<file path="config.mk">
export PLATFORM = sky130hd
export DESIGN_NAME = pipe_alu_arbiter
export DESIGN_NICKNAME = d
export VERILOG_FILES = /design/src/rtl/pipe_alu_arbiter.sv
export SDC_FILE = /design/constraint.sdc
export NUM_CORES = 1
export LEC_CHECK = 0
export CAP_MARGIN = 15
export CORE_ASPECT_RATIO = 1.75
export CORE_MARGIN = 5
export CORE_UTILIZATION = 37
export DETAILED_ROUTE_END_ITERATION = 10
export PLACE_DENSITY_LB_ADDON = 0.3
export SETUP_SLACK_MARGIN = 0.5
export SYNTH_ARGS = -nofsm -noshare
export SYNTH_HDL_FRONTEND = slang
export SYNTH_SLANG_ARGS = --single-unit
</file>
<file path="constraint.sdc">
create_clock -name clk -period 1.81 [get_ports clk]
set_input_delay 0.362 -clock clk [delete_from_list [all_inputs] [get_ports clk]]
set_output_delay 0.362 -clock clk [all_outputs]
set_load 0.01 [all_outputs]
</file>
<file path="src/rtl/pipe_alu_arbiter.sv">
// Two-requester round-robin arbiter in front of a fixed-latency ALU.
// Registers the winning operands toward the ALU and tracks each accepted
// operation with a tag shift register so the result can be routed back.
module pipe_alu_arbiter #(
    parameter int unsigned LAT = 3
) (
    input  logic        clk,
    input  logic        reset_n,
    input  logic        hold,
    input  logic        req0_valid,
    input  logic        req1_valid,
    output logic        req0_ready,
    output logic        req1_ready,
    input  logic [15:0] req0_a,
    input  logic [15:0] req0_b,
    input  logic [15:0] req1_a,
    input  logic [15:0] req1_b,
    input  logic [3:0]  req0_op,
    input  logic [3:0]  req1_op,
    output logic [15:0] alu_a,
    output logic [15:0] alu_b,
    output logic [3:0]  alu_op,
    input  logic [15:0] alu_result,
    output logic        rsp0_valid,
    output logic        rsp1_valid,
    output logic [15:0] rsp_data,
    output logic        rsp_err,
    output logic        busy
);

    localparam int unsigned DW  = 16;
    localparam int unsigned OPW = 4;
    localparam logic [OPW-1:0] OP_IDLE      = 4'hF;
    localparam logic [OPW-1:0] OP_LAST_LEGAL = 4'd4;

    typedef struct packed {
        logic valid;
        logic id;
        logic err;
    } tag_t;

    logic           gnt0;
    logic           gnt1;
    logic           accept;
    logic           last_grant;   // 1: requester 1 won the last contention-free or contended grant
    logic [DW-1:0]  sel_a;
    logic [DW-1:0]  sel_b;
    logic [OPW-1:0] sel_op;
    tag_t           tags [LAT+1];

    // Round-robin grant; nothing is granted while held or in reset
    always_comb begin
        gnt0 = 1'b0;
        gnt1 = 1'b0;
        if (reset_n && !hold) begin
            if (req0_valid && req1_valid) begin
                if (last_grant) gnt0 = 1'b1;
                else            gnt1 = 1'b1;
            end else if (req0_valid) begin
                gnt0 = 1'b1;
            end else if (req1_valid) begin
                gnt1 = 1'b1;
            end
        end
    end

    assign req0_ready = gnt0;
    assign req1_ready = gnt1;
    assign accept     = gnt0 | gnt1;

    // Winner operand mux
    always_comb begin
        sel_a  = req0_a;
        sel_b  = req0_b;
        sel_op = req0_op;
        if (gnt1) begin
            sel_a  = req1_a;
            sel_b  = req1_b;
            sel_op = req1_op;
        end
    end

    // Last-grant pointer moves only on an accepted operation
    always_ff @(posedge clk or negedge reset_n) begin
        if (!reset_n) begin
            last_grant <= 1'b1;
        end else if (accept) begin
            last_grant <= gnt1;
        end
    end

    // ALU operand registers; opcode parks at idle when nothing is issued
    always_ff @(posedge clk or negedge reset_n) begin
        if (!reset_n) begin
            alu_a  <= '0;
            alu_b  <= '0;
            alu_op <= OP_IDLE;
        end else if (accept) begin
            alu_a  <= sel_a;
            alu_b  <= sel_b;
            alu_op <= sel_op;
        end else begin
            alu_op <= OP_IDLE;
        end
    end

    // Tag pipeline: stage LAT lines up with the ALU result
    always_ff @(posedge clk or negedge reset_n) begin
        if (!reset_n) begin
            for (int unsigned i = 0; i <= LAT; i++) begin
                tags[i] <= '0;
            end
        end else begin
            tags[0].valid <= accept;
            tags[0].id    <= gnt1;
            tags[0].err   <= accept && (sel_op > OP_LAST_LEGAL);
            for (int unsigned i = 1; i <= LAT; i++) begin
                tags[i] <= tags[i-1];
            end
        end
    end

    // Operations in flight
    always_comb begin
        busy = 1'b0;
        for (int unsigned i = 0; i <= LAT; i++) begin
            busy = busy | tags[i].valid;
        end
    end

    assign rsp0_valid = tags[LAT].valid & ~tags[LAT].id;
    assign rsp1_valid = tags[LAT].valid &  tags[LAT].id;
    assign rsp_err    = tags[LAT].valid &  tags[LAT].err;
    assign rsp_data   = alu_result;

endmodule

</file>
==> run_results.csv <==
group,metric,value,unit
outcome,status,"complete, no violations",
sta,finClkSkew,0.005862,ns
synthesis,yosys-top-cells-area,"dfrtp_1 (45%), a221o_1 (13%), nor3b_1 (9.8%)",
route,via_count,2278,
synthesis,yosysWarnings,0,
global_routing,first_global_vias,2482,
clock_tree,cts-root-buf,"clkbuf_16",
die,num_rows,39,
setup_path,reg2reg_to,"alu_a[15]$_DFFE_PN0N_",
placed_design,dp.cells,395,
final_layout,area_growth,77.18,%
global_routing,grt_pass1_wl,13330,um
setup_path,path_class,"reg -> out",
final_layout,diodes,0,
route,drt-total-wl,8708,um
setup_path,cp_max_fo,2,
synthesis,synth_seq_cells,49,
sta,fmax,0.5892,GHz
synthesis,ys_seq_area_share,50.51,%
clock_tree,cts_tree,"yes",
route,via_per_inst,5.411,
global_routing,grt_max_degree,49,
die,die_y,117.4,um
die,die_area,8382,sq um
synthesis,syn_avg_cell_area,11.30,sq um
synthesis,syn_area,2440,sq um
die,boundaryPins,151,
sta,holdWs,0.1848,ns
setup_path,r2r_slack,0.21,ns
final_layout,fin_cells,421,
route,drt_pass1_iterations,4,
setup_path,setup.worst_path.start,"tags[2]$_DFF_PN0_",
synthesis,ys_types,28,
global_routing,grt-ovfl-total,0,
global_routing,antenna_found_initial,0,
synthesis,syn_inst,216,
placed_design,dp_hpwl,5324,um
setup_path,worstSetupEndpointType,"output port",
clock_tree,clk_pin_slew,0.07,ns
synthesis,synth_common_cells,"dfrtp_1 (44), a221o_1 (32), and3_1 (32), nor3b_1 (32), buf_4 (17)",
synthesis,synth_flop_cell,"dfrtp_1",
die,core-area,6490,sq um
placed_design,io_buffers,118,
power_and_ir_drop,p_clk_share,28.6,%
final_layout,fillCellCount,504,
clock_tree,cts_made_buffers,5,
global_routing,grt.total_usage,20.51,%
clock_tree,cts_max_level,2,
route,drtIter0Drc,116,
route,ant_nets,0,
clock_tree,cts.path.max_buffers,2,
power_and_ir_drop,p_sw,928.2,uW
synthesis,syn-num-nets,309,
synthesis,synth_top_area_share,45.13,%
die,start_util,37.59,%
sta,layout_min_cycle_time,1.697,ns
power_and_ir_drop,p_seq_share,40.3,%
sta,finalHoldViolations,0,
power_and_ir_drop,p_leak,1.805,nW
power_and_ir_drop,p_sw_share,27.86,%
sta,rsz0062_at_grt,"true",
setup_path,crit_path_start_kind,"register",
synthesis,synthArstFlopShare,100.0,%
clock_tree,cts.sinks,49,
final_layout,drive_gt1_share,34.81,%
route,wire_per_inst,20.68,um
sta,setup_viol,0,
power_and_ir_drop,p_int,2.403,mW
sta,fin_crit_sh,93.77,%
placed_design,gp_congestion,0.8080,
final_layout,nets,431,
sta,final_max_slew_viol_count,0,
die,die_w,71.39,um
worst_hold_path,hp-class,"in -> async",
sta,tns,0,ns
setup_path,cp_data_required_time,1.45,ns
synthesis,yosysTopAreaCell,"dfrtp_1",
setup_path,r2r_cells,6,
synthesis,synth_edf_count,0,
synthesis,yosysMostFrequentCell,"dfrtp_1",
power_and_ir_drop,power_frac_comb,31.1,%
power_and_ir_drop,p_per_area,770.7,nW/um^2
sta,worst_slew_pin_slew,0.6268,ns
power_and_ir_drop,ir_worst_vdd,0.0005486,V
sta,max-slew-margin-rel,58.21,%
setup_path,timing.rr.start,"last_grant$_DFFE_PN1N_",
route,route.detailed.drc,0,
job,maxCapViolCount,0,
clock_tree,clk_latency,0.29,ns
setup_path,cp_data_arrival_time,1.34,ns
worst max-delay path: stages, from the launching register on:
cell	delay, ns
dfrtp_1	0.38
or4_1	0.51
buf_2	0.15
logic make-up (layout without fill, tap and decap cells):
family          count (synthesis)  in the layout  synth area share [%]
compound gates                 44             44                 16.31
buf+inv                        40            163                 10.36
flops                          49             49                 50.51
simple gates                   83             83                 22.82
metrics by stage:
stage | total power [mW] | setup slack (ns) | cell area [sq um] | utilization, %
6_report | 3.332 | 0.1127 | 4323 | 66.61
4_1_cts | 3.349 | 0.1130 | 4252 | 65.51
3_5_place_dp | 2.287 | -0.2947 | 3759 | 57.91
2_1_floorplan | 1.756 | 0.4971 | 2633 | -
5_1_grt | 3.478 | 0.08979 | 4323 | 66.61
3_3_place_gp | 2.272 | -0.2861 | 3759 | 57.91
power groups by stage:
stage | Clock, mW | Combinational, mW | Sequential [mW]
after floorplan | 0 | 0.339 | 1.42
after global placement | 0 | 0.918 | 1.35
after detailed placement | 0 | 0.930 | 1.36
after CTS | 0.976 | 1.03 | 1.34
after global routing | 1.02 | 1.10 | 1.36
final | 0.952 | 1.04 | 1.34
cells in the final DEF, fill, tap and decap left out, types with 2 or more instances in the layout:
| master | Yosys | layout |
|---|---|---|
| a221o_1 | 32 | 32 |
| and2_4 | 0 | 2 |
| and3_4 | 0 | 32 |
| buf_12 | 0 | 5 |
| buf_16 | 0 | 5 |
| buf_2 | 5 | 3 |
| buf_4 | 17 | 11 |
| buf_6 | 4 | 16 |
| buf_8 | 0 | 3 |
| clkbuf_16 | 0 | 5 |
| clkbuf_2 | 2 | 8 |
| clkdlybuf4s15_1 | 0 | 24 |
| clkdlybuf4s50_1 | 0 | 72 |
| clkinvlp_4 | 0 | 3 |
| dfrtp_1 | 44 | 44 |
| dfstp_2 | 5 | 5 |
| dlygate4sd2_1 | 0 | 2 |
| inv_1 | 4 | 2 |
| nand2_4 | 1 | 2 |
| nand3_2 | 0 | 5 |
| nor3b_1 | 32 | 32 |
| o21ai_0 | 6 | 5 |
registers in the layout, summed over array words and instances, names as in the netlist:
register	flops
last_grant	1
alu_a	16
alu_op	4
tags	12
alu_b	16
worst max path at each step:
| stage | slack, ns | to | cells after the start |
|---|---|---|---|
| after CTS | 0.11 | busy | 2 |
| after global placement | -0.29 | req1_ready | 5 |
| after floorplan | 0.50 | alu_a[5]$_DFFE_PN0N_ | 5 |
| after detailed placement | -0.29 | req1_ready | 5 |
| after global routing | 0.09 | busy | 2 |
| final | 0.11 | busy | 2 |
per-layer routing:
layer | up-vias | global-route usage (%) | routed length [um] | part of all wire (%)
met5 | - | 0 | 0 | 0
met4 | 0 | 8.824 | 263 | 3.0
met3 | 21 | 3.339 | 396 | 4.5
met2 | 72 | 36.87 | 4811 | 55
met1 | 1134 | 23.10 | 3236 | 37
li1 | 1051 | - | - | -
cell type report:
cell class | count | area, sq um | area share (%)
inverters | 4 | 18.77 | 0.4342
multi-input cells | 127 | 1195 | 27.64
clock inverters | 3 | 26.28 | 0.6078
repair buffers | 151 | 1623 | 37.54
flip-flops and latches | 49 | 1232 | 28.51
clock buffers | 5 | 125.1 | 2.894
well taps | 82 | 102.6 | 2.373
repair_timing:
item,CTS,global route
endpoints found under the setup margin,81,56
gates resized for setup,146,32
pin swaps,9,7
cloned,7,0
buffers inserted,10,1
hold buffers,0,0
(Power assumes the default switching activity.)
